`src/rtl/alu_multicycle.sv`:
```
// alu_multicycle: registered ALU with valid/ready handshakes on both sides.
// Single-cycle ops (ADD/SUB/AND/OR/SLT/SLL/SRL) complete on the accept edge.
// MUL runs an iterative shift-add over WIDTH cycles and stalls the input.
//
// Handshake: a request transfers on a rising edge where in_valid && in_ready.
// A result transfers on a rising edge where out_valid && out_ready. While
// out_valid is high, ALUResult and the flags hold steady until out_ready.
module alu_multicycle #(
    parameter  int WIDTH = 32,
    localparam int SHW   = $clog2(WIDTH)
) (
    input  logic             clk,
    input  logic             rst_n,
    input  logic             in_valid,
    output logic             in_ready,
    input  logic [WIDTH-1:0] A,
    input  logic [WIDTH-1:0] B,
    input  logic [3:0]       ALUOperation,
    output logic             out_valid,
    input  logic             out_ready,
    output logic [WIDTH-1:0] ALUResult,
    output logic             Zero,
    output logic             Negative,
    output logic             Carry,
    output logic             Overflow,
    output logic             IllegalOp,
    output logic             state_dbg
);

    localparam logic [3:0] OP_ADD = 4'b1001;
    localparam logic [3:0] OP_SUB = 4'b1010;
    localparam logic [3:0] OP_AND = 4'b1011;
    localparam logic [3:0] OP_OR  = 4'b1100;
    localparam logic [3:0] OP_MUL = 4'b1101;
    localparam logic [3:0] OP_SLT = 4'b1110;
    localparam logic [3:0] OP_SLL = 4'b0001;
    localparam logic [3:0] OP_SRL = 4'b0010;

    typedef enum logic {
        S_IDLE = 1'b0,
        S_MUL  = 1'b1
    } state_t;

    state_t               state;
    logic [SHW:0]         cnt;
    logic [2*WIDTH-1:0]   mcand;
    logic [WIDTH-1:0]     mplier;
    logic [2*WIDTH-1:0]   acc;
    logic [2*WIDTH-1:0]   acc_next;

    logic [WIDTH:0]       sum;
    logic [WIDTH:0]       diff;
    logic [WIDTH-1:0]     sc_res;
    logic                 sc_carry;
    logic                 sc_ovf;
    logic                 sc_ill;
    logic                 accept;

    assign state_dbg = state;

    // Input is blocked during a multiply and whenever the output slot is
    // occupied and not being drained this cycle; no dependency on in_valid.
    assign in_ready = (state == S_IDLE) && (!out_valid || out_ready);
    assign accept   = in_valid && in_ready;

    // Single-cycle datapath and flags, plus the next shift-add accumulator.
    always_comb begin
        sum      = {1'b0, A} + {1'b0, B};
        diff     = {1'b0, A} - {1'b0, B};
        sc_res   = '0;
        sc_carry = 1'b0;
        sc_ovf   = 1'b0;
        sc_ill   = 1'b0;
        case (ALUOperation)
            OP_ADD: begin
                sc_res   = sum[WIDTH-1:0];
                sc_carry = sum[WIDTH];
                sc_ovf   = (A[WIDTH-1] == B[WIDTH-1]) && (sum[WIDTH-1] != A[WIDTH-1]);
            end
            OP_SUB: begin
                sc_res   = diff[WIDTH-1:0];
                sc_carry = diff[WIDTH];
                sc_ovf   = (A[WIDTH-1] != B[WIDTH-1]) && (diff[WIDTH-1] != A[WIDTH-1]);
            end
            OP_AND: sc_res = A & B;
            OP_OR:  sc_res = A | B;
            OP_SLT: sc_res = {{(WIDTH-1){1'b0}}, ($signed(A) < $signed(B))};
            OP_SLL: sc_res = A << B[SHW-1:0];
            OP_SRL: sc_res = A >> B[SHW-1:0];
            OP_MUL: sc_res = '0;
            default: sc_ill = 1'b1;
        endcase
        acc_next = acc + (mplier[0] ? mcand : '0);
    end

    // Control FSM, multiply iteration and the registered output slot.
    always_ff @(posedge clk) begin
        if (!rst_n) begin
            state     <= S_IDLE;
            cnt       <= '0;
            mcand     <= '0;
            mplier    <= '0;
            acc       <= '0;
            out_valid <= 1'b0;
            ALUResult <= '0;
            Zero      <= 1'b0;
            Negative  <= 1'b0;
            Carry     <= 1'b0;
            Overflow  <= 1'b0;
            IllegalOp <= 1'b0;
        end else begin
            case (state)
                S_IDLE: begin
                    if (accept) begin
                        if (ALUOperation == OP_MUL) begin
                            mcand     <= {{WIDTH{1'b0}}, A};
                            mplier    <= B;
                            acc       <= '0;
                            cnt       <= (SHW+1)'(WIDTH);
                            out_valid <= 1'b0;
                            state     <= S_MUL;
                        end else begin
                            ALUResult <= sc_res;
                            Zero      <= (sc_res == '0);
                            Negative  <= sc_res[WIDTH-1];
                            Carry     <= sc_carry;
                            Overflow  <= sc_ovf;
                            IllegalOp <= sc_ill;
                            out_valid <= 1'b1;
                        end
                    end else if (out_ready) begin
                        out_valid <= 1'b0;
                    end
                end
                S_MUL: begin
                    acc    <= acc_next;
                    mcand  <= mcand << 1;
                    mplier <= mplier >> 1;
                    cnt    <= cnt - 1'b1;
                    // Last step: the low half is the result, high half flags overflow.
                    if (cnt == (SHW+1)'(1)) begin
                        ALUResult <= acc_next[WIDTH-1:0];
                        Zero      <= (acc_next[WIDTH-1:0] == '0);
                        Negative  <= acc_next[WIDTH-1];
                        Carry     <= 1'b0;
                        Overflow  <= |acc_next[2*WIDTH-1:WIDTH];
                        IllegalOp <= 1'b0;
                        out_valid <= 1'b1;
                        state     <= S_IDLE;
                    end
                end
                default: state <= S_IDLE;
            endcase
        end
    end

endmodule

```
`config.mk`:
```
export PLATFORM = sky130hd
export DESIGN_NAME = alu_multicycle
export DESIGN_NICKNAME = d
export VERILOG_FILES = /design/src/rtl/alu_multicycle.sv
export SDC_FILE = /design/constraint.sdc
export NUM_CORES = 1
export LEC_CHECK = 0
export CAP_MARGIN = 20
export CORE_UTILIZATION = 30
export CTS_BUF_LIST = sky130_fd_sc_hd__clkbuf_16
export CTS_CLUSTER_SIZE = 8
export DETAILED_ROUTE_END_ITERATION = 6
export PLACE_DENSITY = 0.54
export SYNTH_ARGS = -nofsm -noshare
export SYNTH_HDL_FRONTEND = slang
export SYNTH_SLANG_ARGS = --single-unit
```
`constraint.sdc`:
```
create_clock -name clk -period 7.4 [get_ports clk]
set_input_delay 1.85 -clock clk [delete_from_list [all_inputs] [get_ports clk]]
set_output_delay 1.85 -clock clk [all_outputs]
set_load 0.01 [all_outputs]
```
==> impl_metrics.csv <==
group,metric,value,unit
status,status,"finished clean",
global_routing,grt_first_pass_wirelength,140500,µm
detailed_routing,vias,23171,
global_routing,first_global_vias,21662,
place,io_buffers,111,
logic_synthesis,syn_nets,3239,
global_routing,grt_start_max_net_pins,129,
sta,rsz0062_at_grt,"false",
setup_path,arrival,6.70,ns
setup_path,required,7.91,ns
sta,hold_violations,0,
sta,finalCritPeriodShare,83.73,%
clock_network,cts_made_buffers,31,
clock_network,cts_root_buffer,"clkbuf_16",
sta,max_slew.worst_pin.slew,1.117,ns
sta,hold_ws,0.4504,ns
setup_path,cp.buffers_inverters,2,
detailed_routing,finalWirelength,93480,µm
die,die_w,270.9,µm
setup_path,crit_slowest_cell,"or4b_2",
sta,fmax,0.1614,GHz
logic_synthesis,synth_cell_types,98,
global_routing,antenna_found_initial,1,
logic_synthesis,ys.flop_type,"dfxtp_1",
clock_network,postCtsHoldBufs,0,
die,rows,98,
setup_path,critical_path_class,"input port to flop",
power,powerDensity,140.6,mW/mm²
detailed_routing,postRouteAntennaNets,0,
finish,n_antenna_cell,0,
logic_synthesis,syn_inst,2985,
sta,tns,0,ns
logic_synthesis,syn_area,0.02168,mm²
detailed_routing,wire_per_inst,23.76,µm
power,leakage,9.907,nW
sta,min_period,6.196,ns
job,max-cap-violations,0,
sta,final_max_slew_viol_count,0,
setup_path,end_kind,"flop",
setup_path,worst-path-max-fanout,5,
clock_network,postCtsSetupRepairBufs,0,
die,ios,112,
global_routing,grt_usage,24.55,%
power,p_total,3.450,mW
place,gp_congestion,0.9846,
sta,setup_violations,0,
logic_synthesis,ys_async_sr_fraction,0,%
min_path,min_path_type,"flop to flop",
clock_network,post_cts_resized,0,
logic_synthesis,synth_edf_count,0,
detailed_routing,drc,0,
clock_network,clk_pin_slew_worst_paths,0.05,ns
die,die_h,270.9,µm
sta,skew,0.02101,ns
power,peakVddDrop,0.1494,mV
setup_path,crit_family,"compound AO/OA/AOI/OAI gates",
logic_synthesis,ys_seq_area_share,18.83,%
setup_path,start_kind,"input port",
logic_synthesis,yosys_warnings,0,
sta,slew-limit-headroom,25.12,%
setup_path,max_stage_delay,0.63,ns
finish,nets,3230,
clock_network,cts_tree,"yes",
detailed_routing,dr.pass1.iters,6,
clock_network,worstSkewPairLatency,0.58,ns
clock_network,clk_path_buf_depth,3,
detailed_routing,avgViaCountPerCell,5.888,
finish,syn_to_final_growth,13.16,%
global_routing,grt_overflow,0,
finish,drive_gt1_share,8.007,%
clock_network,htreeDepth,1,
clock_network,clock_sinks,204,
logic_synthesis,syn_avg_cell_area,7.265,µm²
die,die-area,0.07336,mm²
setup_path,cp_cell_sequence,"clkdlybuf4s50_1 > inv_1 > ha_1 > fa_1 > o21bai_1 > a2111oi_2 > nor4_2 > o21ai_2 > o211ai_1 > a31oi_1 > o21bai_1 > a21oi_1 > a2111o_1 > o21ai_0 > or4b_2 > o21ai_2",
die,start_util,30.33,%
place,dp_hpwl,71600,µm
finish,nFillCells,7666,
logic_synthesis,ys_seq_elements,204,
die,core,0.07149,mm²
detailed_routing,drt_iter0_drc,2149,
==> layer usage <==
metal	global-route usage, %	routed length, µm	vias up
li1	-	-	10897
met1	35.97	43590	11141
met2	36.04	38970	992
met3	4.766	8473	139
met4	6.572	2439	2
met5	0	11	-
==> placed cells by master (no fill, tap or decap), types with 23 or more instances in the layout <==
| cell type | synthesis | layout |
|---|---|---|
| o21ai_0 | 124 | 124 |
| xnor2_1 | 36 | 36 |
| nand2_1 | 341 | 341 |
| dfxtp_1 | 204 | 203 |
| o21a_1 | 25 | 25 |
| mux2_2 | 47 | 47 |
| o22ai_1 | 23 | 23 |
| o31ai_1 | 25 | 25 |
| clkdlybuf4s50_1 | 0 | 107 |
| o211ai_1 | 38 | 38 |
| mux2i_1 | 61 | 61 |
| and2_1 | 84 | 84 |
| xor2_1 | 30 | 30 |
| mux4_2 | 35 | 35 |
| nor3_1 | 53 | 52 |
| nor2_1 | 275 | 273 |
| and3_1 | 72 | 72 |
| nand4_1 | 48 | 48 |
| clkbuf_16 | 0 | 31 |
| inv_1 | 116 | 119 |
| a211oi_1 | 40 | 40 |
| a22oi_1 | 43 | 43 |
| a21o_1 | 41 | 41 |
| a21oi_1 | 389 | 389 |
| o21bai_1 | 25 | 25 |
| nand3_1 | 69 | 69 |
| ha_1 | 179 | 179 |
| buf_4 | 1 | 64 |
==> report_power, final <==
part           switching [mW]  total (mW)  internal, mW
clock                   0.531        1.33         0.804
combinational           0.631       0.979         0.348
sequential             0.0178        1.14          1.12
==> through the flow <==
step	worst slack [ns]	instance area (µm²)	cells	util, %
floorplan	0.9878	21680	2985	-
global placement	0.7760	23660	3893	33.10
detailed placement	0.7436	23660	3893	33.10
CTS	1.327	24540	3935	34.32
global route	0.9535	24540	3935	34.32
finish	1.204	24540	3935	34.32
==> worst register-to-register path: cells and delay by family (launching register included) <==
kind                     cells  cell delay, ns
flip-flops                   1            0.61
adder cells (fa/ha/maj)      1            0.32
AND/OR/NAND/NOR              7            2.70
AO/OA/AOI/OAI                5            0.99
XOR/XNOR                     1            0.20
buffers and inverters        1            0.49
==> state kept, by name, summed over array words and instances, names as in the netlist <==
name / count
ALUResult: 31
Carry: 1
IllegalOp: 1
Negative: 1
Overflow: 1
Zero: 1
acc: 64
cnt: 6
mcand: 64
mplier: 32
out_valid: 1
state_dbg: 1
==> logic make-up after synthesis <==
family	Yosys count	synth area share, %
adders and majority gates	182	10.61
AOI/OAI and AO/OA	968	28.75
buffers and inverters	337	6.116
muxes	143	8.892
DFF	204	18.83
and+or+nand+nor	1084	24.06
xor gates and xnor gates	67	2.741
==> final cells by class <==
type                    count  area (µm²)  share of cell area [%]
well taps                 950        1189                   4.844
clock inverters            11       101.3                  0.4130
repair buffers            176        1607                   6.547
flip-flops and latches    204        4088                   16.66
clock buffers              31       775.7                   3.161
multi-input cells        2444       16320                   66.53
inverters                 119       452.9                   1.846
==> synthesized netlist by cell type, types with 38 or more instances <==
master	count	share of area (%)
a211oi_1	40	1.4
a21o_1	41	1.4
a21oi_1	389	9.0
a22oi_1	43	1.5
and2_1	84	2.4
and3_1	72	2.1
clkbuf_1	175	3.0
dfxtp_1	204	19
ha_1	179	10
inv_1	116	2.0
mux2_2	47	2.4
mux2i_1	61	2.8
nand2_1	341	5.9
nand3_1	69	1.6
nand4_1	48	1.4
nor2_1	275	4.8
nor3_1	53	1.2
o211ai_1	38	1.3
o21ai_0	124	2.9
==> final timing paths <==
path / end / cells past startpoint / start / slack, ns
min: ALUResult[16] / 2 / ALUResult[16] / 0.45
min reg2reg: ALUResult[16] / 2 / ALUResult[16] / 0.45
max: Zero / 16 / A[0] / 1.20
max reg2reg: Overflow / 15 / mplier[0] / 1.96
Note: power is estimated with default switching activity, not from simulation.
